`src/rtl/apb_pkg.sv`:
```
// Shared types and constants for the APB master bridge.
package apb_pkg;

  typedef enum logic [1:0] {
    IDLE,
    SETUP,
    ACCESS
  } apb_state_e;

  // Each slave owns one 4 KB region; the upper address bits select the slave.
  localparam int unsigned APB_REGION_BITS = 12;
  localparam logic [31:0] APB_DEFAULT_BASE = 32'h1000_0000;

endpackage

```
`src/rtl/apb_decoder.sv`:
```
// Address decoder: maps the 4 KB page number of a bus address onto a one-hot slave select.
module apb_decoder
  import apb_pkg::*;
#(
  parameter int unsigned NUM_SLAVES = 4,
  parameter logic [31:0] BASE_ADDR  = APB_DEFAULT_BASE
) (
  input  logic [31-APB_REGION_BITS:0] page_i,
  output logic                        hit_o,
  output logic [NUM_SLAVES-1:0]       sel_o
);

  localparam int unsigned PageW = 32 - APB_REGION_BITS;
  localparam logic [PageW-1:0] BasePage = BASE_ADDR[31:APB_REGION_BITS];

  logic [PageW-1:0] offset;

  always_comb begin
    offset = page_i - BasePage;
    // The lower-bound test keeps pages below the window from wrapping into a hit.
    hit_o  = (page_i >= BasePage) && (offset < PageW'(NUM_SLAVES));
    sel_o  = '0;
    for (int unsigned i = 0; i < NUM_SLAVES; i++) begin
      if (hit_o && (offset == PageW'(i))) begin
        sel_o[i] = 1'b1;
      end
    end
  end

endmodule

```
`src/rtl/apb_master.sv`:
```
// CPU bus to APB bridge: SETUP/ACCESS sequencing, read capture and a one-cycle ready pulse.
// Define APB_TIMEOUT_EN to bound ACCESS wait states to TIMEOUT_CYCLES (completes with err=1).
module apb_master
  import apb_pkg::*;
#(
  parameter int unsigned NUM_SLAVES     = 4,
  parameter logic [31:0] BASE_ADDR      = APB_DEFAULT_BASE,
  parameter int unsigned TIMEOUT_CYCLES = 16
) (
  input  logic                     clk,
  input  logic                     reset,
  input  logic                     transfer,
  input  logic                     write,
  input  logic [31:0]              addr,
  input  logic [31:0]              wdata,
  output logic [31:0]              rdata,
  output logic                     ready,
  output logic                     err,
  output logic [31:0]              PADDR,
  output logic [31:0]              PWDATA,
  output logic                     PWRITE,
  output logic                     PENABLE,
  output logic [NUM_SLAVES-1:0]    PSEL,
  input  logic [32*NUM_SLAVES-1:0] PRDATA,
  input  logic [NUM_SLAVES-1:0]    PREADY
);

  if (NUM_SLAVES < 1 || NUM_SLAVES > 8 || TIMEOUT_CYCLES < 1) begin : g_param_check
    $error("apb_master: NUM_SLAVES must be 1..8 and TIMEOUT_CYCLES at least 1");
  end

  apb_state_e            state_q, state_d;
  logic [31:0]           paddr_q, paddr_d;
  logic [31:0]           pwdata_q, pwdata_d;
  logic                  pwrite_q, pwrite_d;
  logic                  penable_q, penable_d;
  logic [NUM_SLAVES-1:0] psel_q, psel_d;
  logic [31:0]           rdata_q, rdata_d;
  logic                  ready_q, ready_d;
  logic                  err_q, err_d;

`ifdef APB_TIMEOUT_EN
  localparam int unsigned CntW = $clog2(TIMEOUT_CYCLES + 1);
  logic [CntW-1:0] cnt_q, cnt_d;
`endif

  logic                  dec_hit;
  logic [NUM_SLAVES-1:0] dec_sel;
  logic                  hit;
  logic [31:0]           prdata_sel;
  logic                  pready_sel;
  logic                  done;

  apb_decoder #(
    .NUM_SLAVES(NUM_SLAVES),
    .BASE_ADDR (BASE_ADDR)
  ) u_decoder (
    .page_i(addr[31:APB_REGION_BITS]),
    .hit_o (dec_hit),
    .sel_o (dec_sel)
  );

  // The latched one-hot select doubles as the mux control and the hit flag.
  always_comb begin
    prdata_sel = '0;
    pready_sel = 1'b0;
    for (int unsigned i = 0; i < NUM_SLAVES; i++) begin
      if (psel_q[i]) begin
        prdata_sel = PRDATA[32*i +: 32];
        pready_sel = PREADY[i];
      end
    end
  end

  assign hit = |psel_q;

  always_comb begin
    state_d   = state_q;
    paddr_d   = paddr_q;
    pwdata_d  = pwdata_q;
    pwrite_d  = pwrite_q;
    penable_d = penable_q;
    psel_d    = psel_q;
    rdata_d   = rdata_q;
    ready_d   = 1'b0;
    err_d     = 1'b0;
    done      = 1'b0;
`ifdef APB_TIMEOUT_EN
    cnt_d     = cnt_q;
`endif

    unique case (state_q)
      IDLE: begin
        penable_d = 1'b0;
        psel_d    = '0;
        if (transfer) begin
          paddr_d  = addr;
          pwdata_d = wdata;
          pwrite_d = write;
          psel_d   = dec_hit ? dec_sel : '0;
          state_d  = SETUP;
        end
      end
      SETUP: begin
        penable_d = 1'b1;
        state_d   = ACCESS;
`ifdef APB_TIMEOUT_EN
        cnt_d     = '0;
`endif
      end
      ACCESS: begin
        if (!hit) begin
          done    = 1'b1;
          err_d   = 1'b1;
          rdata_d = '0;
        end else if (pready_sel) begin
          done = 1'b1;
          if (!pwrite_q) begin
            rdata_d = prdata_sel;
          end
        end else begin
`ifdef APB_TIMEOUT_EN
          cnt_d = cnt_q + 1'b1;
          if (cnt_q == CntW'(TIMEOUT_CYCLES - 1)) begin
            done    = 1'b1;
            err_d   = 1'b1;
            rdata_d = '0;
          end
`endif
        end
        if (done) begin
          ready_d   = 1'b1;
          psel_d    = '0;
          penable_d = 1'b0;
          state_d   = IDLE;
        end
      end
      default: begin
        state_d   = IDLE;
        psel_d    = '0;
        penable_d = 1'b0;
      end
    endcase
  end

  always_ff @(posedge clk) begin
    if (!reset) begin
      state_q   <= IDLE;
      paddr_q   <= '0;
      pwdata_q  <= '0;
      pwrite_q  <= 1'b0;
      penable_q <= 1'b0;
      psel_q    <= '0;
      rdata_q   <= '0;
      ready_q   <= 1'b0;
      err_q     <= 1'b0;
`ifdef APB_TIMEOUT_EN
      cnt_q     <= '0;
`endif
    end else begin
      state_q   <= state_d;
      paddr_q   <= paddr_d;
      pwdata_q  <= pwdata_d;
      pwrite_q  <= pwrite_d;
      penable_q <= penable_d;
      psel_q    <= psel_d;
      rdata_q   <= rdata_d;
      ready_q   <= ready_d;
      err_q     <= err_d;
`ifdef APB_TIMEOUT_EN
      cnt_q     <= cnt_d;
`endif
    end
  end

  assign PADDR   = paddr_q;
  assign PWDATA  = pwdata_q;
  assign PWRITE  = pwrite_q;
  assign PENABLE = penable_q;
  assign PSEL    = psel_q;
  assign rdata   = rdata_q;
  assign ready   = ready_q;
  assign err     = err_q;

endmodule

```
`config.mk`:
```
export PLATFORM = sky130hd
export DESIGN_NAME = apb_master
export DESIGN_NICKNAME = d
export VERILOG_FILES = /design/src/rtl/apb_pkg.sv /design/src/rtl/apb_decoder.sv /design/src/rtl/apb_master.sv
export SDC_FILE = /design/constraint.sdc
export NUM_CORES = 1
export LEC_CHECK = 0
export ABC_CLOCK_PERIOD_IN_PS = 2200
export BUFFER_PORTS_ARGS = -buffer_cell sky130_fd_sc_hd__buf_2
export CORE_AREA = 2 2 119 121
export CTS_CLUSTER_DIAMETER = 30
export DETAILED_ROUTE_END_ITERATION = 16
export DIE_AREA = 0 0 121 123
export PLACE_DENSITY = 0.62
export SLEW_MARGIN = 20
export SYNTH_ARGS = -nofsm -noshare
export SYNTH_HDL_FRONTEND = slang
export SYNTH_SLANG_ARGS = --single-unit
export TNS_END_PERCENT = 10
```
`constraint.sdc`:
```
create_clock -name clk -period 2.2 [get_ports clk]
set_input_delay 0.22 -clock clk [delete_from_list [all_inputs] [get_ports clk]]
set_output_delay 0.22 -clock clk [all_outputs]
set_load 0.05 [all_outputs]
```
==> results.toml, run 1 <==
[drt]
dr.pass1.iters = 4
viasPerCell = 4.85
drcViolationCount = 0
vias = 4768
wl_per_cell_um = 15.2
drtIter0Drc = 223
ant_nets = 0
drt-total-wl_mm = 15.0

[floorplanning]
die-area_um2 = 14900
die_x_um = 121
boundaryPins = 304
num_rows = 43
core_area_um2 = 13600
initial_utilization_pct = 31.6
die_h_um = 123

[finish]
final_cells = 983
antennaDiodeCount = 0
multi_input_comb_area_um2 = 1980
nets = 1000
fill_cells = 1401
synthToLayoutAreaGrowth_pct = 44.9
design_area_um2 = 6240
drive_above_1_share_pct = 42.1
regArea_um2 = 2120
fin_util_pct = 45.8

[synth]
syn-cell-area_um2 = 4300
synthCells = 519
synth-seq-cells = 106
synthMuxAreaShare_pct = 0
synth_edf_count = 0
synth_top_area_share_pct = 49.3
synth.avg_cell_area_um2 = 8.29
ys_top_cells_by_count = "nand2_1, dfxtp_1, a21oi_1"
yosysMostFrequentCell = "nand2_1"
synth_top_family_by_area = "compound AO/OA/AOI/OAI gates"
synth_largest_area_cell = "dfxtp_1"
synth_compound_area_share_pct = 30.2
async_reset_ff_share_pct = 0
synth_fp_nets = 719
ys_top_cells_by_area = "dfxtp_1, nand2_1, a21oi_1"
synth_ff_type = "dfxtp_1"
synth_warnings = 0
synth.distinct_cells = 28
synthSimpleGateAreaFrac_pct = 15.4
yosys.area_share.xor_xnor_pct = 0
synth_fa_ha_area_share_pct = 0
yosysSeqAreaShare_pct = 49.3

[clocking]
cts-htree-levels = 3
clk_root_buffer_cell = "clkbuf_16"
cts_buffers = 9
hold_buffers = 0
clk_latency_ns = 0.34
cts_buffer_depth = 2
cts_tree = "built"
clk_pin_slew_ns = 0.07
cts_num_sinks = 106

[worst_setup_path]
cp_max_fo = 24
setup.worst_path.start_class = "flop"
crit_arrival_ns = 2.09
worstSetupPathType = "reg -> reg"
cp-end-kind = "flop"
cp.required_ns = 2.43

[sta]
rsz0062_at_grt = "no"
tightest_slew_ns = 1.02
finalHoldViolations = 0
fin_crit_ns = 1.86
fin_skew_ns = 0.00440
setup-tns-final_ns = 0
relSlewSlack_pct = 32.2
finalCritPeriodShare_pct = 84.5
setup_violations = 0
slew_violations = 0
max_freq_mhz = 538

[grt]
grt_pass1_wl_mm = 22.4
antenna_found_initial = 0
grtUsageTotal_pct = 19.0
grt_max_degree = 66
grt_pass1_vias = 4521
grt_remaining_overflow = 0

[pwr]
vdd_drop_max_uv = 426
p_seq_share_pct = 48.2
swShare_pct = 28.4
p_per_area_nw_per_um2 = 677
p_int_mw = 3.02
power_switching_mw = 1.20
leakage_nw = 3.01
comb_power_share_pct = 17.5
clock_power_share_pct = 34.3

[flow_run]
cap_violations = 0

[worst_hold_path]
hold_path.class = "in -> reg"

[place]
dp.cells = 967
hpwlAfterDp_mm = 11.1
portBuffers = 303
globalplace.congestion = 0.776
place_area_um2 = 5960

[status]
outcome = "finished, final reports clean"
==> worst max-delay path: stages (launching register included) <==
cell,delay (ns)
dfxtp_1,0.34
or4_4,0.58
a21boi_2,0.17
o22ai_2,0.19
buf_12,0.22
a22o_1,0.23
==> per-stage QoR <==
| step | power, mW | hold slack (ns) | setup WS (ns) |
|---|---|---|---|
| floorplan | 2.51 | 0.308 | 0.227 |
| global route | 4.41 | 0.102 | 0.233 |
| CTS | 4.29 | 0.0904 | 0.132 |
| global placement | 2.82 | 0.439 | 0.196 |
| finish | 4.22 | 0.109 | 0.340 |
| detailed placement | 2.82 | 0.443 | 0.164 |
==> state kept, by name (all words and copies together), names as in the netlist <==
register,count
PADDR,32
PWDATA,32
rdata,32
PSEL,4
state_q,2
PENABLE,1
PWRITE,1
err,1
ready,1
==> cell usage in the layout (no fill, tap or decap) <==
cell        netlist  layout
a211o_1           1       1
a21boi_2          1       1
a21oi_1          97      97
a22o_1           34      34
a22oi_1          32      32
and3b_1           1       1
buf_12            0       2
buf_2             4     303
buf_4             0      10
clkbuf_1         30       1
clkbuf_16         0       9
clkbuf_8          0       1
clkinv_2          0       2
clkinvlp_4        0       1
dfxtp_1         106     106
inv_1             4       3
inv_2             0       1
nand2_1         137     136
nand2_2           0       1
nand2b_1          2       2
nand3_1           3       3
nor2_1            6       5
nor2_2            0       1
nor2b_1           3       2
nor2b_2           0       1
nor3_1            1       1
nor3b_2           1       1
nor3b_4           0       1
nor4_1            3       3
nor4b_1           1       1
o221a_2           1       1
o22ai_1          33      33
o22ai_2           1       1
o2bb2ai_1         3       3
or4_1             1       1
or4_4             1       1
==> per-layer routing <==
metal / global-route usage [%] / share of wire (%) / routed length, µm
met1: 22.6 / 42 / 6240
met4: 6.54 / 1.2 / 177
met5: 0 / 0 / 0
met2: 32.0 / 47 / 6970
met3: 6.83 / 11 / 1570
==> power groups by stage <==
stage	Combinational, mW	Sequential, mW	Clock [mW]
final	0.740	2.03	1.45
after floorplan	0.175	2.34	0
after global routing	0.800	2.04	1.56
after CTS	0.747	2.03	1.51
after detailed placement	0.745	2.08	0
after global placement	0.744	2.07	0
==> cell families after synthesis <==
family	Yosys count
compound gates	203
simple gates	161
flops	106
buf+inv	49
==> layout make-up <==
class,instances,share of cell area (%)
Clock buffer,11,3.89
Clock inverter,3,0.281
Inverter,4,0.241
Multi-Input combinational cell,364,31.8
Sequential cell,106,34.0
Tap cell,180,3.61
Timing Repair Buffer,315,26.2
==> final timing paths <==
| check | from | end | slack (ns) | depth (start not counted) |
|---|---|---|---|---|
| setup reg to reg | PSEL[0] | rdata[15] | 0.34 | 5 |
| hold reg to reg | PADDR[13] | PADDR[13] | 0.45 | 2 |
| hold / removal | addr[2] | PADDR[2] | 0.11 | 3 |
| setup / recovery | PSEL[0] | rdata[15] | 0.34 | 5 |
==> repair_timing <==
item                                    CTS  global route
resized for setup                         0             0
setup buffers                             0             2
endpoints found under the setup margin    0             3
Note: power is estimated with default switching activity, not from simulation.
==> run 2: changes to the inputs <==
Settings changed: ABC_AREA set to 1, ABC_CLOCK_PERIOD_IN_PS 2200 to 1500, CORE_AREA 2 2 119 121 to 2 2 120 122, DIE_AREA 0 0 121 123 to 0 0 122 124, PLACE_DENSITY 0.62 to 0.68.
Clock period 2.2 ns to 1.5 ns, I/O delays scaled along.
==> results.toml, run 2 <==
[synth]
yosysSeqAreaShare_pct = 42.8
yosysMostFrequentCell = "nor2_1"
synth_top_area_share_pct = 42.8
async_reset_ff_share_pct = 0
synth.avg_cell_area_um2 = 6.76
synth_ff_type = "dfxtp_1"
synth_warnings = 0
synth_fp_nets = 933
synth_largest_area_cell = "dfxtp_1"
ys_top_cells_by_count = "nor2_1, dfxtp_1, a21oi_1"
ys_top_cells_by_area = "dfxtp_1, nor2_1, a21oi_1"
synth.distinct_cells = 22
synth-seq-cells = 106
synth_edf_count = 0
syn-cell-area_um2 = 4950
synthCells = 733

[finish]
final_common_cell = "buf_2"
fin_util_pct = 51.3
final_cell_mix = "buf_2, nor2_1, a21oi_1"
final_cells = 1196
synthToLayoutAreaGrowth_pct = 42.1
drive_above_1_share_pct = 35.4
nets = 1211
antennaDiodeCount = 0

[sta]
fin_crit_ns = 1.40
setup_violations = 0
max_freq_mhz = 716
slew_violations = 0
tightest_slew_ns = 0.371
finalCritPeriodShare_pct = 93.1
finalHoldViolations = 0
relSlewSlack_pct = 75.3
fin_skew_ns = 0.00655

[worst_setup_path]
cp.required_ns = 1.75
startpoint = "PSEL[1]"
cp_max_fo = 16
setup.worst_path.start_class = "flop"
worstSetupPathType = "reg -> reg"
r2r-start = "PSEL[1]"
crit_arrival_ns = 1.65
cp-end-kind = "flop"

[pwr]
vdd_drop_max_uv = 708
leakage_nw = 3.60
p_seq_share_pct = 43.2
comb_power_share_pct = 23.2
clock_power_share_pct = 33.6
swShare_pct = 32.9
power_switching_mw = 2.36
p_int_mw = 4.82
p_per_area_nw_per_um2 = 1020

[worst_hold_path]
min_from = "addr[9]"
hold_path.class = "in -> reg"

[drt]
drcViolationCount = 0
drtIter0Drc = 339
wl_per_cell_um = 14.8
vias = 5782
drt-total-wl_mm = 17.7
dr.pass1.iters = 4
ant_nets = 0
viasPerCell = 4.83

[grt]
grt_max_degree = 64
grt_pass1_wl_mm = 26.0
grtUsageTotal_pct = 22.1
grt_remaining_overflow = 0
antenna_found_initial = 0
grt_pass1_vias = 5170

[floorplanning]
die_h_um = 124
num_rows = 43
core_area_um2 = 13700
boundaryPins = 304
initial_utilization_pct = 36.1
die-area_um2 = 15100
die_x_um = 122

[clocking]
clk_latency_ns = 0.35
hold_buffers = 0
cts-htree-levels = 3
cts_buffer_depth = 2
clk_pin_slew_ns = 0.07
cts_buffers = 9
clk_root_buffer_cell = "clkbuf_16"
cts_tree = "built"
cts_num_sinks = 106

[place]
dp.cells = 1178
hpwlAfterDp_mm = 13.2
globalplace.congestion = 0.793
portBuffers = 303

[flow_run]
cap_violations = 0

[status]
outcome = "finished, final reports clean"
-- run 2: changes by cell type after synthesis, moves of 33 or more --
cell	previous run	this run
a22o_1	34	0
nand2_1	137	90
nor2_1	6	203
o21ai_0	0	50
o21ai_1	0	46
o22ai_1	33	0
-- run 2: through the flow --
step / TNS, ns / worst slack, ns / area (µm²) / hold slack, ns / total power [mW]
after floorplan: 0 / 0.0322 / 4970 / 0.278 / 4.22
after global placement: 0 / 0.0977 / 6690 / 0.384 / 4.81
after detailed placement: 0 / 0.0795 / 6690 / 0.391 / 4.83
after CTS: 0 / 0.0563 / 6990 / 0.0204 / 7.25
after global routing: -0.00564 / -0.00301 / 7040 / 0.0330 / 7.50
final: 0 / 0.103 / 7040 / 0.0278 / 7.18
-- run 2: cell families after synthesis --
family                 count (synthesis)  synth area share (%)
AOI/OAI and AO/OA                    233                  25.5
buffers and inverters                 78                  6.69
and+or+nand+nor                      316                  25.0
DFF                                  106                  42.8
-- run 2: worst paths after layout --
check / end / slack (ns) / cells after the start
max: rdata[9] / 0.10 / 7
min: PADDR[9] / 0.03 / 3
max reg2reg: rdata[9] / 0.10 / 7
min reg2reg: PADDR[8] / 0.48 / 2
-- run 2: cell type report --
class	count	area, µm²
clock buffers	9	225
flip-flops and latches	106	2130
well taps	180	225
repair buffers	323	1770
multi-input cells	550	2530
clock inverters	7	72.6
inverters	21	78.8
fillers	1427	6680
-- run 2: power groups by stage --
stage | clock (mW) | combinational (mW) | sequential [mW]
floorplan | 0 | 0.400 | 3.82
global placement | 0 | 1.66 | 3.16
CTS | 2.48 | 1.67 | 3.10
finish | 2.41 | 1.67 | 3.10
global route | 2.58 | 1.80 | 3.12
detailed placement | 0 | 1.66 | 3.16
-- run 2: routing by layer --
layer,vias to the layer above,routed length [µm],GRT usage (%)
met1,2542,7160,25.3
met3,23,1620,6.41
met5,-,0,0
li1,2995,-,-
met2,222,8630,39.2
met4,0,333,7.61
-- run 2: worst max-delay path, cell delays in order (launching register included) --
cell and delay [ns]:
dfxtp_2 0.36, nor2_2 0.16, nand2_2 0.09, a21oi_4 0.18
buf_12 0.14, nand2_4 0.13, o21ai_1 0.17, nor2_1 0.05
-- run 2: timing repair --
| action | CTS | global route |
|---|---|---|
| buffers inserted | 0 | 1 |
| setup endpoints to repair | 0 | 36 |
| gates resized for setup | 0 | 5 |
| endpoints found under the hold margin | 0 | 0 |
==> run 3: changes to the inputs <==
Settings changed: ABC_CLOCK_PERIOD_IN_PS 1500 to 1410, CORE_AREA 2 2 120 122 to 2 2 118 120, CTS_BUF_LIST set to sky130_fd_sc_hd__clkbuf_8, DIE_AREA 0 0 122 124 to 0 0 120 122.
Clock period 1.5 ns to 1.41 ns, I/O delays scaled along.
==> results.toml, run 3 (synthesis gave the netlist of run 2 again) <==
[status]
outcome = "finished, final reports clean"

[finish]
final_cell_mix = "buf_2, nor2_1, a21oi_1"
final_cells = 1248
synthToLayoutAreaGrowth_pct = 52.3
antennaDiodeCount = 0
fill_cells = 1323
design_area_um2 = 7540
final_common_cell = "buf_2"
nets = 1263
drive_above_1_share_pct = 35.9

[sta]
max_freq_mhz = 741
relSlewSlack_pct = 69.0
setup_violations = 0
finalHoldViolations = 0
setup-tns-final_ns = 0
tightest_slew_ns = 0.464
hold_ws_ns = 0.0275
fin_crit_ns = 1.35
finalCritPeriodShare_pct = 95.7
slew_violations = 0
rsz0062_at_grt = "yes"
fin_skew_ns = 0.00844

[grt]
grt_pass1_wl_mm = 27.6
grt_remaining_overflow = 0
grt_pass1_vias = 5716
grt_max_degree = 49
antenna_found_initial = 0
grtUsageTotal_pct = 23.6

[worst_setup_path]
crit_arrival_ns = 1.62
setup.worst_path.start_class = "flop"
worstSetupPathType = "reg -> reg"
cp-end-kind = "flop"
cp_max_fo = 11
cp.required_ns = 1.69

[place]
portBuffers = 303
hpwlAfterDp_mm = 12.9
place_area_um2 = 6790
globalplace.congestion = 0.847
dp.cells = 1185

[floorplanning]
core_area_um2 = 13500
initial_utilization_pct = 36.7
num_rows = 43
boundaryPins = 304
die-area_um2 = 14600
die_x_um = 120
die_h_um = 122

[clocking]
clk_pin_slew_ns = 0.11
cts_tree = "built"
cts_num_sinks = 106
cts_buffer_depth = 2
cts-htree-levels = 3
clk_latency_ns = 0.38
clk_root_buffer_cell = "clkbuf_8"
cts_buffers = 9

[drt]
dr.pass1.iters = 5
ant_nets = 0
wl_per_cell_um = 14.5
viasPerCell = 4.89
drcViolationCount = 0
drtIter0Drc = 310
vias = 6103
drt-total-wl_mm = 18.1

[worst_hold_path]
hold_path.class = "in -> reg"

[flow_run]
cap_violations = 0

[pwr]
leakage_nw = 3.80
p_per_area_nw_per_um2 = 927
vdd_drop_max_uv = 702
## run 3: cell count changes in the layout (fill, tap and decap cells not counted), sizes merged
cell	previous run	this run
inv	25	27
buf	323	331
clkinv	2	1
bufinv	1	0
nand2	95	94
dlygate4sd3	0	45
## run 3: path summary, 6_finish.rpt
check                                from         to  slack, ns  cells after the start
worst max-delay path              PSEL[2]  rdata[31]       0.06                      9
worst min-delay path             addr[17]  PADDR[17]       0.03                      3
worst max register to register    PSEL[2]  rdata[31]       0.06                      9
worst min register to register  rdata[23]  rdata[23]       0.48                      2
## run 3: repair_timing
action | 4_1_cts | 5_1_grt
pin swaps | 0 | 6
gates resized for setup | 4 | 28
hold buffers | 45 | 0
hold endpoints to repair | 45 | 0
cloned | 0 | 0
setup endpoints to repair | 2 | 41
buffers inserted | 0 | 2
## run 3: layout make-up
| cell class | count | area [µm²] | area share (%) |
|---|---|---|---|
| multi-input combinational | 549 | 2580 | 34.2 |
| tap | 180 | 225 | 2.99 |
| clock inverter | 7 | 61.3 | 0.813 |
| timing repair buffer | 376 | 2340 | 31.0 |
| sequential | 106 | 2140 | 28.3 |
| inverter | 21 | 81.3 | 1.08 |
| clock buffer | 9 | 124 | 1.64 |
## run 3: worst max-delay path: stages (launching register included)
cell     delay, ns
dfxtp_4       0.39
inv_2         0.08
nor2_1        0.04
nor2_1        0.11
nand2_2       0.09
nand2_4       0.10
nand2_4       0.09
buf_12        0.16
o21ai_1       0.13
nor2_1        0.05
## run 3: metal layers
layer	global-route usage, %	vias to the layer above	routed length [µm]
met3	6.51	36	1660
met4	11.2	0	507
met1	26.8	2709	7150
li1	-	3092	-
met5	0	-	0
met2	41.0	266	8750
## run 3: power breakdown
group | total [mW] | switching (mW) | internal, mW
Combinational | 1.88 | 1.26 | 0.622
Clock | 1.80 | 1.13 | 0.679
Sequential | 3.30 | 0.111 | 3.19
## run 3: stage by stage
| stage | utilization [%] | setup WS [ns] | total power, mW |
|---|---|---|---|
| 2_1_floorplan | - | 0.00715 | 4.49 |
| 3_3_place_gp | 50.2 | 0.0861 | 5.11 |
| 3_5_place_dp | 50.2 | 0.0450 | 5.13 |
| 4_1_cts | 55.0 | 0.0157 | 7.05 |
| 5_1_grt | 55.9 | -0.0391 | 7.34 |
| 6_report | 55.9 | 0.0601 | 6.99 |
